[config.mk]
export PLATFORM = sky130hd
export DESIGN_NAME = spi_pwm_regs
export DESIGN_NICKNAME = d
export VERILOG_FILES = /design/src/rtl/spi_pwm_pkg.sv /design/src/rtl/spi_sync_edge.sv /design/src/rtl/spi_pwm_regs.sv
export SDC_FILE = /design/constraint.sdc
export NUM_CORES = 1
export LEC_CHECK = 0
export ABC_CLOCK_PERIOD_IN_PS = 2800
export CAP_MARGIN = 20
export CORE_MARGIN = 2
export CORE_UTILIZATION = 51
export CTS_BUF_LIST = sky130_fd_sc_hd__clkbuf_16
export CTS_CLUSTER_SIZE = 10
export DETAILED_ROUTE_END_ITERATION = 12
export GPL_TIMING_DRIVEN = 0
export PLACE_DENSITY = 0.74
export SYNTH_ARGS = -nofsm -noshare
export SYNTH_HDL_FRONTEND = slang
export SYNTH_HIERARCHICAL = 1
export SYNTH_SLANG_ARGS = --single-unit
[constraint.sdc]
create_clock -name clk -period 2.8 [get_ports clk]
set_input_delay 0.56 -clock clk [delete_from_list [all_inputs] [get_ports clk]]
set_output_delay 0.56 -clock clk [all_outputs]
set_load 0.005 [all_outputs]
[src/rtl/spi_pwm_pkg.sv]
// spi_pwm_pkg: shared widths, frame length and register addresses for the SPI PWM register bank
package spi_pwm_pkg;
  localparam int CMD_W = 8;
  localparam int DATA_W = 32;
  localparam int FRAME_BITS = CMD_W + DATA_W;
  localparam int CMD_READ = 7;
  localparam logic [6:0] ADDR_CTRL = 7'h00;
  localparam logic [6:0] ADDR_HIGH = 7'h01;
  localparam logic [6:0] ADDR_FREQ = 7'h02;
  localparam logic [6:0] ADDR_STATUS = 7'h03;
  localparam logic [6:0] ADDR_VERSION = 7'h04;
endpackage

[src/rtl/spi_sync_edge.sv]
// spi_sync_edge: 2-FF synchroniser plus previous-value flop giving sync level and rise/fall pulses
module spi_sync_edge #(
  parameter logic RST_VAL = 1'b0
) (
  input  logic clk,
  input  logic rst_n,
  input  logic d,
  output logic sync,
  output logic rise,
  output logic fall
);
  logic [2:0] s_q, s_d;
  always_comb s_d = {s_q[1:0], d};
  always_ff @(posedge clk or negedge rst_n)
    if (!rst_n) s_q <= {3{RST_VAL}};
    else s_q <= s_d;
  assign sync = s_q[1];
  assign rise = s_q[1] & ~s_q[2];
  assign fall = ~s_q[1] & s_q[2];
endmodule

[src/rtl/spi_pwm_regs.sv]
// spi_pwm_regs: oversampled SPI mode-0 slave register bank driving the PWM generator controls
module spi_pwm_regs
  import spi_pwm_pkg::*;
#(
  parameter logic [DATA_W-1:0] VERSION = 32'h0001_0000
) (
  input  logic              clk,
  input  logic              rst_n,
  input  logic              sclk,
  input  logic              cs_n,
  input  logic              mosi,
  output logic              miso,
  output logic              miso_oe,
  output logic              start,
  output logic [DATA_W-1:0] cycles_high,
  output logic [DATA_W-1:0] cycles_freq
);
  logic sclk_s, sclk_rise, sclk_fall, cs_s, cs_rise, cs_fall, mosi_s, mosi_rise, mosi_fall;
  logic unused_ok;
  logic [5:0] cnt_q, cnt_d;
  logic [DATA_W-2:0] rx_q, rx_d;
  logic [DATA_W-1:0] tx_q, tx_d, high_q, high_d, freq_q, freq_d, rdata, wdata;
  logic [CMD_W-1:0] cmd_q, cmd_d, cmd_new;
  logic [1:0] settle_q, settle_d;
  logic err_q, err_d, start_q, start_d, frame_q, frame_d, armed_q, armed_d;
  spi_sync_edge u_sclk (.clk(clk), .rst_n(rst_n), .d(sclk), .sync(sclk_s), .rise(sclk_rise), .fall(sclk_fall));
  spi_sync_edge #(.RST_VAL(1'b1)) u_cs (.clk(clk), .rst_n(rst_n), .d(cs_n), .sync(cs_s), .rise(cs_rise), .fall(cs_fall));
  spi_sync_edge u_mosi (.clk(clk), .rst_n(rst_n), .d(mosi), .sync(mosi_s), .rise(mosi_rise), .fall(mosi_fall));
  assign unused_ok = ^{sclk_s, mosi_rise, mosi_fall};
  assign cmd_new = {rx_q[CMD_W-2:0], mosi_s};
  assign wdata = {rx_q, mosi_s};
  assign rdata = cmd_new[6:0] == ADDR_CTRL    ? {{(DATA_W-1){1'b0}}, start_q} :
                 cmd_new[6:0] == ADDR_HIGH    ? high_q :
                 cmd_new[6:0] == ADDR_FREQ    ? freq_q :
                 cmd_new[6:0] == ADDR_STATUS  ? {{(DATA_W-2){1'b0}}, err_q, start_q} :
                 cmd_new[6:0] == ADDR_VERSION ? VERSION : '0;
  always_comb begin
    cnt_d = cnt_q;
    rx_d = rx_q;
    tx_d = tx_q;
    cmd_d = cmd_q;
    err_d = err_q;
    start_d = start_q;
    high_d = high_q;
    freq_d = freq_q;
    frame_d = frame_q;
    settle_d = &settle_q ? settle_q : settle_q + 2'd1;
    armed_d = armed_q | (&settle_q & cs_s);
    if (cs_fall & armed_q) begin
      frame_d = 1'b1;
      cnt_d = '0;
    end else if (cs_rise) begin
      frame_d = 1'b0;
      cnt_d = '0;
      err_d = err_q | (cnt_q != 6'd0 && cnt_q < 6'(FRAME_BITS));
    end else if (frame_q & sclk_rise & (cnt_q < 6'(FRAME_BITS))) begin
      rx_d = {rx_q[DATA_W-3:0], mosi_s};
      cnt_d = cnt_q + 6'd1;
      if (cnt_q == 6'(CMD_W-1)) begin
        cmd_d = cmd_new;
        tx_d = cmd_new[CMD_READ] ? rdata : tx_q;
        err_d = cmd_new[CMD_READ] && cmd_new[6:0] == ADDR_STATUS ? 1'b0 : err_q;
      end
      if (cnt_q == 6'(FRAME_BITS-1) && !cmd_q[CMD_READ]) begin
        start_d = cmd_q[6:0] == ADDR_CTRL ? wdata[0] : start_q;
        high_d = cmd_q[6:0] == ADDR_HIGH ? wdata : high_q;
        freq_d = cmd_q[6:0] == ADDR_FREQ ? wdata : freq_q;
      end
    end else if (frame_q & sclk_fall & (cnt_q >= 6'(CMD_W+1)) & (cnt_q <= 6'(FRAME_BITS-1))) begin
      tx_d = tx_q << 1;
    end
  end
  always_ff @(posedge clk or negedge rst_n)
    if (!rst_n) begin
      cnt_q <= '0;
      rx_q <= '0;
      tx_q <= '0;
      cmd_q <= '0;
      err_q <= 1'b0;
      start_q <= 1'b0;
      high_q <= '0;
      freq_q <= '0;
      frame_q <= 1'b0;
      settle_q <= '0;
      armed_q <= 1'b0;
    end else begin
      cnt_q <= cnt_d;
      rx_q <= rx_d;
      tx_q <= tx_d;
      cmd_q <= cmd_d;
      err_q <= err_d;
      start_q <= start_d;
      high_q <= high_d;
      freq_q <= freq_d;
      frame_q <= frame_d;
      settle_q <= settle_d;
      armed_q <= armed_d;
    end
  assign miso = frame_q & cmd_q[CMD_READ] & (cnt_q >= 6'(CMD_W)) & tx_q[DATA_W-1];
  assign miso_oe = ~cs_s;
  assign start = start_q;
  assign cycles_high = high_q;
  assign cycles_freq = freq_q;
endmodule

==> flow_summary.ini, run 1 <==
[route]
avgRoutedWirePerCell_um = 18.33
drc = 0
via_count = 4225
drtAntennaViolNets = 0
drtIter0Drc = 259
routed_wl_mm = 13.84
first_pass_iters = 4
post_drt_via_cell_ratio = 5.596

[power_and_ir_drop]
fin_total_pwr_uw = 4998
p_switching_uw = 1146
ir_drop_uv = 361.8
p_leak_uw = 0.003799
p_per_area_nw_per_um2 = 598.1
p_sw_frac = 0.2293
intPower_uw = 3852
seq_power_share = 0.475
pwr-share-comb = 0.063
p_clk_frac = 0.462

[sta]
setup_violations = 0
whs_ns = 0.1702
hold_viol = 0
fmax_ghz = 0.3760
relSlewSlack = 0.5464
setup_ws_ns = 0.1407
report.final.slew_viol_count = 0
period_share = 0.9498
finClkSkew_ns = 0.009258
rsz0062_at_grt = false
worst_pin_slew_ns = 0.6803
post-route-min-period_ns = 2.659

[place]
dp_slack_ns = -0.2086
routabilityCongestion = 0.8806
portBuffers = 71
dp_hpwl_mm = 9.228

[synthesis]
syn_area_sq_um = 6768
yosysWarnings = 6
syn_inst = 470
synth_nets = 480
avgSynthCellArea_sq_um = 14.40

[run]
maxCapViolations = 0

[clocking]
cts_setup_buffers = 5
clk_path_buf_depth = 2
clock_sinks = 155
cts_tree = yes
root_buffer = clkbuf_16
clk_pin_slew_ns = 0.06
hold_buffers = 0
post_cts_resized = 0
cts_made_buffers = 17
clk_latency_ns = 0.42
ctsHtreeMaxLevel = 4

[worst_hold_path]
hp-class = input pin to asynchronous set/reset pin

[grt]
overflow = 0
grt_pass1_vias = 4449
grt_antenna_before_repair = 0
grt_max_degree = 81
grt_pass1_wl_mm = 23.45
grt_usage = 0.2134

[cells_and_area]
layout.nets = 576
insertedDiodeCount = 0
area_growth_pct = 23.46
drive_above_1_share = 0.3057

[worst_setup_path]
crit_type = flop to flop
path_max_fanout = 10
worstPathArrival_ns = 2.96
required_ns = 3.10
start_kind = flop
critPathCaptureType = flop

[die]
fp-row-count = 42
io_pins = 72
start_util = 0.5172
fp.dieH_um = 119.2
die_w_um = 119.2
dieArea_sq_um = 14210
core_area_sq_um = 13090

[status]
status = complete, no violations
## sequential cells by signal, summed over array words and instances, names as in the netlist, 2 cells and up
| name | count |
|---|---|
| cycles_freq | 32 |
| cycles_high | 32 |
| tx_q | 32 |
| rx_q | 31 |
| cmd_q | 8 |
| cnt_q | 6 |
| u_cs/s_q | 3 |
| u_sclk/s_q | 3 |
| settle_q | 2 |
| u_mosi/s_q | 2 |
## final timing paths
kind | from | endpoint | slack (ns) | cells past startpoint
setup / recovery | cnt_q[3] | tx_q[28] | 0.14 | 6
hold / removal | rst_n | cycles_high[4] | 0.17 | 1
setup reg to reg | cnt_q[3] | tx_q[28] | 0.14 | 6
hold reg to reg | u_cs/s_q[0] | u_cs/s_q[1] | 0.35 | 0
max in group asynchronous | rst_n | tx_q[30] | 1.81 | 2
min in group clk | u_cs/s_q[0] | u_cs/s_q[1] | 0.35 | 0
## power by group through the flow
stage	logic [uW]	registers [uW]	clock network [uW]
4_1_cts	318	2370	2350
3_3_place_gp	305	2410	0
5_1_grt	348	2380	2450
2_1_floorplan	188	2380	0
3_5_place_dp	315	2410	0
6_report	313	2380	2310
## routing by layer
layer | wire, um | vias to the layer above | GRT usage
met3 | 531 | 23 | 0.05747
met5 | 0 | - | 0
li1 | - | 1939 | -
met2 | 6741 | 98 | 0.3473
met1 | 6269 | 2165 | 0.2767
met4 | 296 | 0 | 0.07515
## cell type report
cell class	count	area, sq um
tap	176	220.2
fill	991	4730
multi-input combinational	279	2689
inverter	4	15.01
sequential	155	3882
timing repair buffer	77	777.0
clock inverter	15	165.2
buffer	32	181.4
clock buffer	17	425.4
## metrics by stage
step           cell area (sq um)  instances  utilization  TNS (ns)
2_1_floorplan               6768        470            -         0
3_3_place_gp                7699        717       0.5884   -739.46
3_5_place_dp                7727        718       0.5906    -10.29
4_1_cts                     8356        755       0.6386         0
5_1_grt                     8356        755       0.6386         0
6_report                    8356        755       0.6386         0
## cell usage in the layout (no fill, tap or decap), drive strengths merged, types with 4 or more instances in the layout
cell type,n
a211oi,4
a22oi,30
buf,16
bufinv,4
clkbuf,40
clkdlybuf4s50,70
clkinv,7
dfrtp,152
ha,5
inv,8
mux2,138
nand3,6
nor2,11
nor2b,6
o2bb2ai,30
or3,5
## critical path, cell delays in order, from the launching register on
cell and delay (ns):
dfrtp_1 0.36, clkbuf_1 0.19, o21ai_0 0.44, nand4_1 0.16, o22ai_1 0.50, clkbuf_1 0.50
mux2_2 0.40
No activity file was read; power rests on OpenSTA's default activity.
==> run 2: changes to the inputs <==
--- a/config.mk
+++ b/config.mk
@@ -5,11 +5,12 @@
 export SDC_FILE = /design/constraint.sdc
 export NUM_CORES = 1
 export LEC_CHECK = 0
-export ABC_CLOCK_PERIOD_IN_PS = 2800
+export ABC_CLOCK_PERIOD_IN_PS = 2400
 export CAP_MARGIN = 20
 export CORE_MARGIN = 2
 export CORE_UTILIZATION = 51
 export CTS_BUF_LIST = sky130_fd_sc_hd__clkbuf_16
+export CTS_CLUSTER_DIAMETER = 150
 export CTS_CLUSTER_SIZE = 10
 export DETAILED_ROUTE_END_ITERATION = 12
 export GPL_TIMING_DRIVEN = 0
==> constraint.sdc (replaced) <==
create_clock -name clk -period 2.4 [get_ports clk]
set_input_delay 0.48 -clock clk [delete_from_list [all_inputs] [get_ports clk]]
set_output_delay 0.48 -clock clk [all_outputs]
set_load 0.005 [all_outputs]
==> run 2 against run 1 <==
  * Flip-flop and latch count is the same
  * Combinational power grew 21%
  * Sequential share of layout area decreased by 2.3 points
  * Critical path type unchanged
  * Fmax rose by 11%
  * Non-clock buffer count rose by 9
  * Setup slack got worse by 0.13 ns
==> flow_summary.ini, run 2 (same netlist as run 1, synthesis figures left out) <==
[sta]
worst_pin_slew_ns = 0.6001
hold_viol = 0
setup_violations = 0
post-route-min-period_ns = 2.391
fmax_ghz = 0.4182
relSlewSlack = 0.6000
finClkSkew_ns = 0.008491
report.final.slew_viol_count = 0
period_share = 0.9962
whs_ns = 0.02174
setup_ws_ns = 0.009020
rsz0062_at_grt = true
finalSetupTns_ns = 0

[worst_setup_path]
reg2reg_setup_slack_ns = 0.009
crit_path_top_delay_cell = dfstp_2
path_buf_inv = 2
required_ns = 2.71
crit_family = simple AND/OR/NAND/NOR gates
path_cells = and2b_2 -> a21o_1 -> or3_4 -> nor4_4 -> buf_6 -> clkbuf_16 -> mux2_4
worstPathArrival_ns = 2.70
start_kind = flop
cp-startpoint = u_cs/s_q[1]
r2r-end = cycles_high[9]
critPathCaptureType = flop
r2r-start = u_cs/s_q[1]
reg2reg_depth = 7
path_max_fanout = 5
slowest_delay_ns = 0.52
crit_cells = 7
crit_type = flop to flop

[place]
dp_slack_ns = -0.2408
routabilityCongestion = 0.7921
portBuffers = 71
dp_hpwl_mm = 9.214

[cells_and_area]
seq_area_sq_um = 3882
area_growth_pct = 29.84
finish.utilization = 0.6715
n_fill_cell = 928
insertedDiodeCount = 0
most-common-layout-cells = dfrtp_1 (152), mux2_2 (71), clkdlybuf4s50_1 (70)
drive_above_1_share = 0.3588
layout_commonest_cell = dfrtp_1
multi_input_area_sq_um = 2864
layout.nets = 585

[status]
status = complete, no violations

[worst_hold_path]
hp-class = input pin to asynchronous set/reset pin

[grt]
grt_pass1_vias = 4552
overflow = 0
grt_pass1_wl_mm = 23.98
grt_antenna_before_repair = 0
grt_max_degree = 95
grt_usage = 0.2184

[die]
die_w_um = 119.2
fp-row-count = 42
core_area_sq_um = 13090
io_pins = 72
fp.dieH_um = 119.2
dieArea_sq_um = 14210
start_util = 0.5172

[clocking]
clk_latency_ns = 0.43
cts_made_buffers = 17
root_buffer = clkbuf_16
cts_tree = yes
ctsHtreeMaxLevel = 4
clk_path_buf_depth = 2
clk_pin_slew_ns = 0.06
hold_buffers = 0
clock_sinks = 155

[route]
first_pass_iters = 4
via_count = 4297
drtAntennaViolNets = 0
avgRoutedWirePerCell_um = 19.48
drtIter0Drc = 275
routed_wl_mm = 14.89
drc = 0
post_drt_via_cell_ratio = 5.624

[power_and_ir_drop]
fin_total_pwr_uw = 5962
p_leak_uw = 0.003930
p_per_area_nw_per_um2 = 678.5
ir_drop_uv = 449.8

[run]
maxCapViolations = 0
[run 2: worst max-delay path by stage]
stage | endpoint | slack, ns
2_1_floorplan | cycles_freq[10] | -0.02
3_3_place_gp | rx_q[25] | -5.13
3_5_place_dp | cycles_freq[19] | -0.24
4_1_cts | cycles_high[5] | -0.16
5_1_grt | cycles_high[2] | -0.1
6_report | cycles_high[9] | 0.009
[run 2: what timing repair did]
action,CTS,global route
setup buffers,12,0
endpoints found under the setup margin,114,109
pin swaps,2,5
resized for setup,63,16
gates cloned,2,2
[run 2: layout make-up]
class / instances / share of cell area
plain buffers: 30 / 0.02606
multi-input cells: 279 / 0.3259
clock inverters: 15 / 0.02250
clock buffers: 17 / 0.04841
well taps: 176 / 0.02506
flip-flops and latches: 155 / 0.4418
repair buffers: 88 / 0.1085
inverters: 4 / 0.001709
[run 2: per-stage QoR]
step | instances | instance area (sq um)
6_report | 764 | 8787
3_3_place_gp | 717 | 7714
3_5_place_dp | 718 | 7742
2_1_floorplan | 470 | 6783
5_1_grt | 764 | 8787
4_1_cts | 764 | 8737
[run 2: where the power goes]
part / switching (uW) / leakage [uW] / internal (uW) / total (uW)
clock network: 1080 / 0.000299 / 1740 / 2820
registers: 91.9 / 0.00212 / 2670 / 2760
logic: 252 / 0.00151 / 128 / 379
total: 1430 / 0.00393 / 4540 / 5960
[run 2: metal layers]
layer / GRT usage / share of wire
met1: 0.2975 / 0.46
met2: 0.3452 / 0.49
met3: 0.04215 / 0.032
met4: 0.09003 / 0.019
met5: 0 / 0
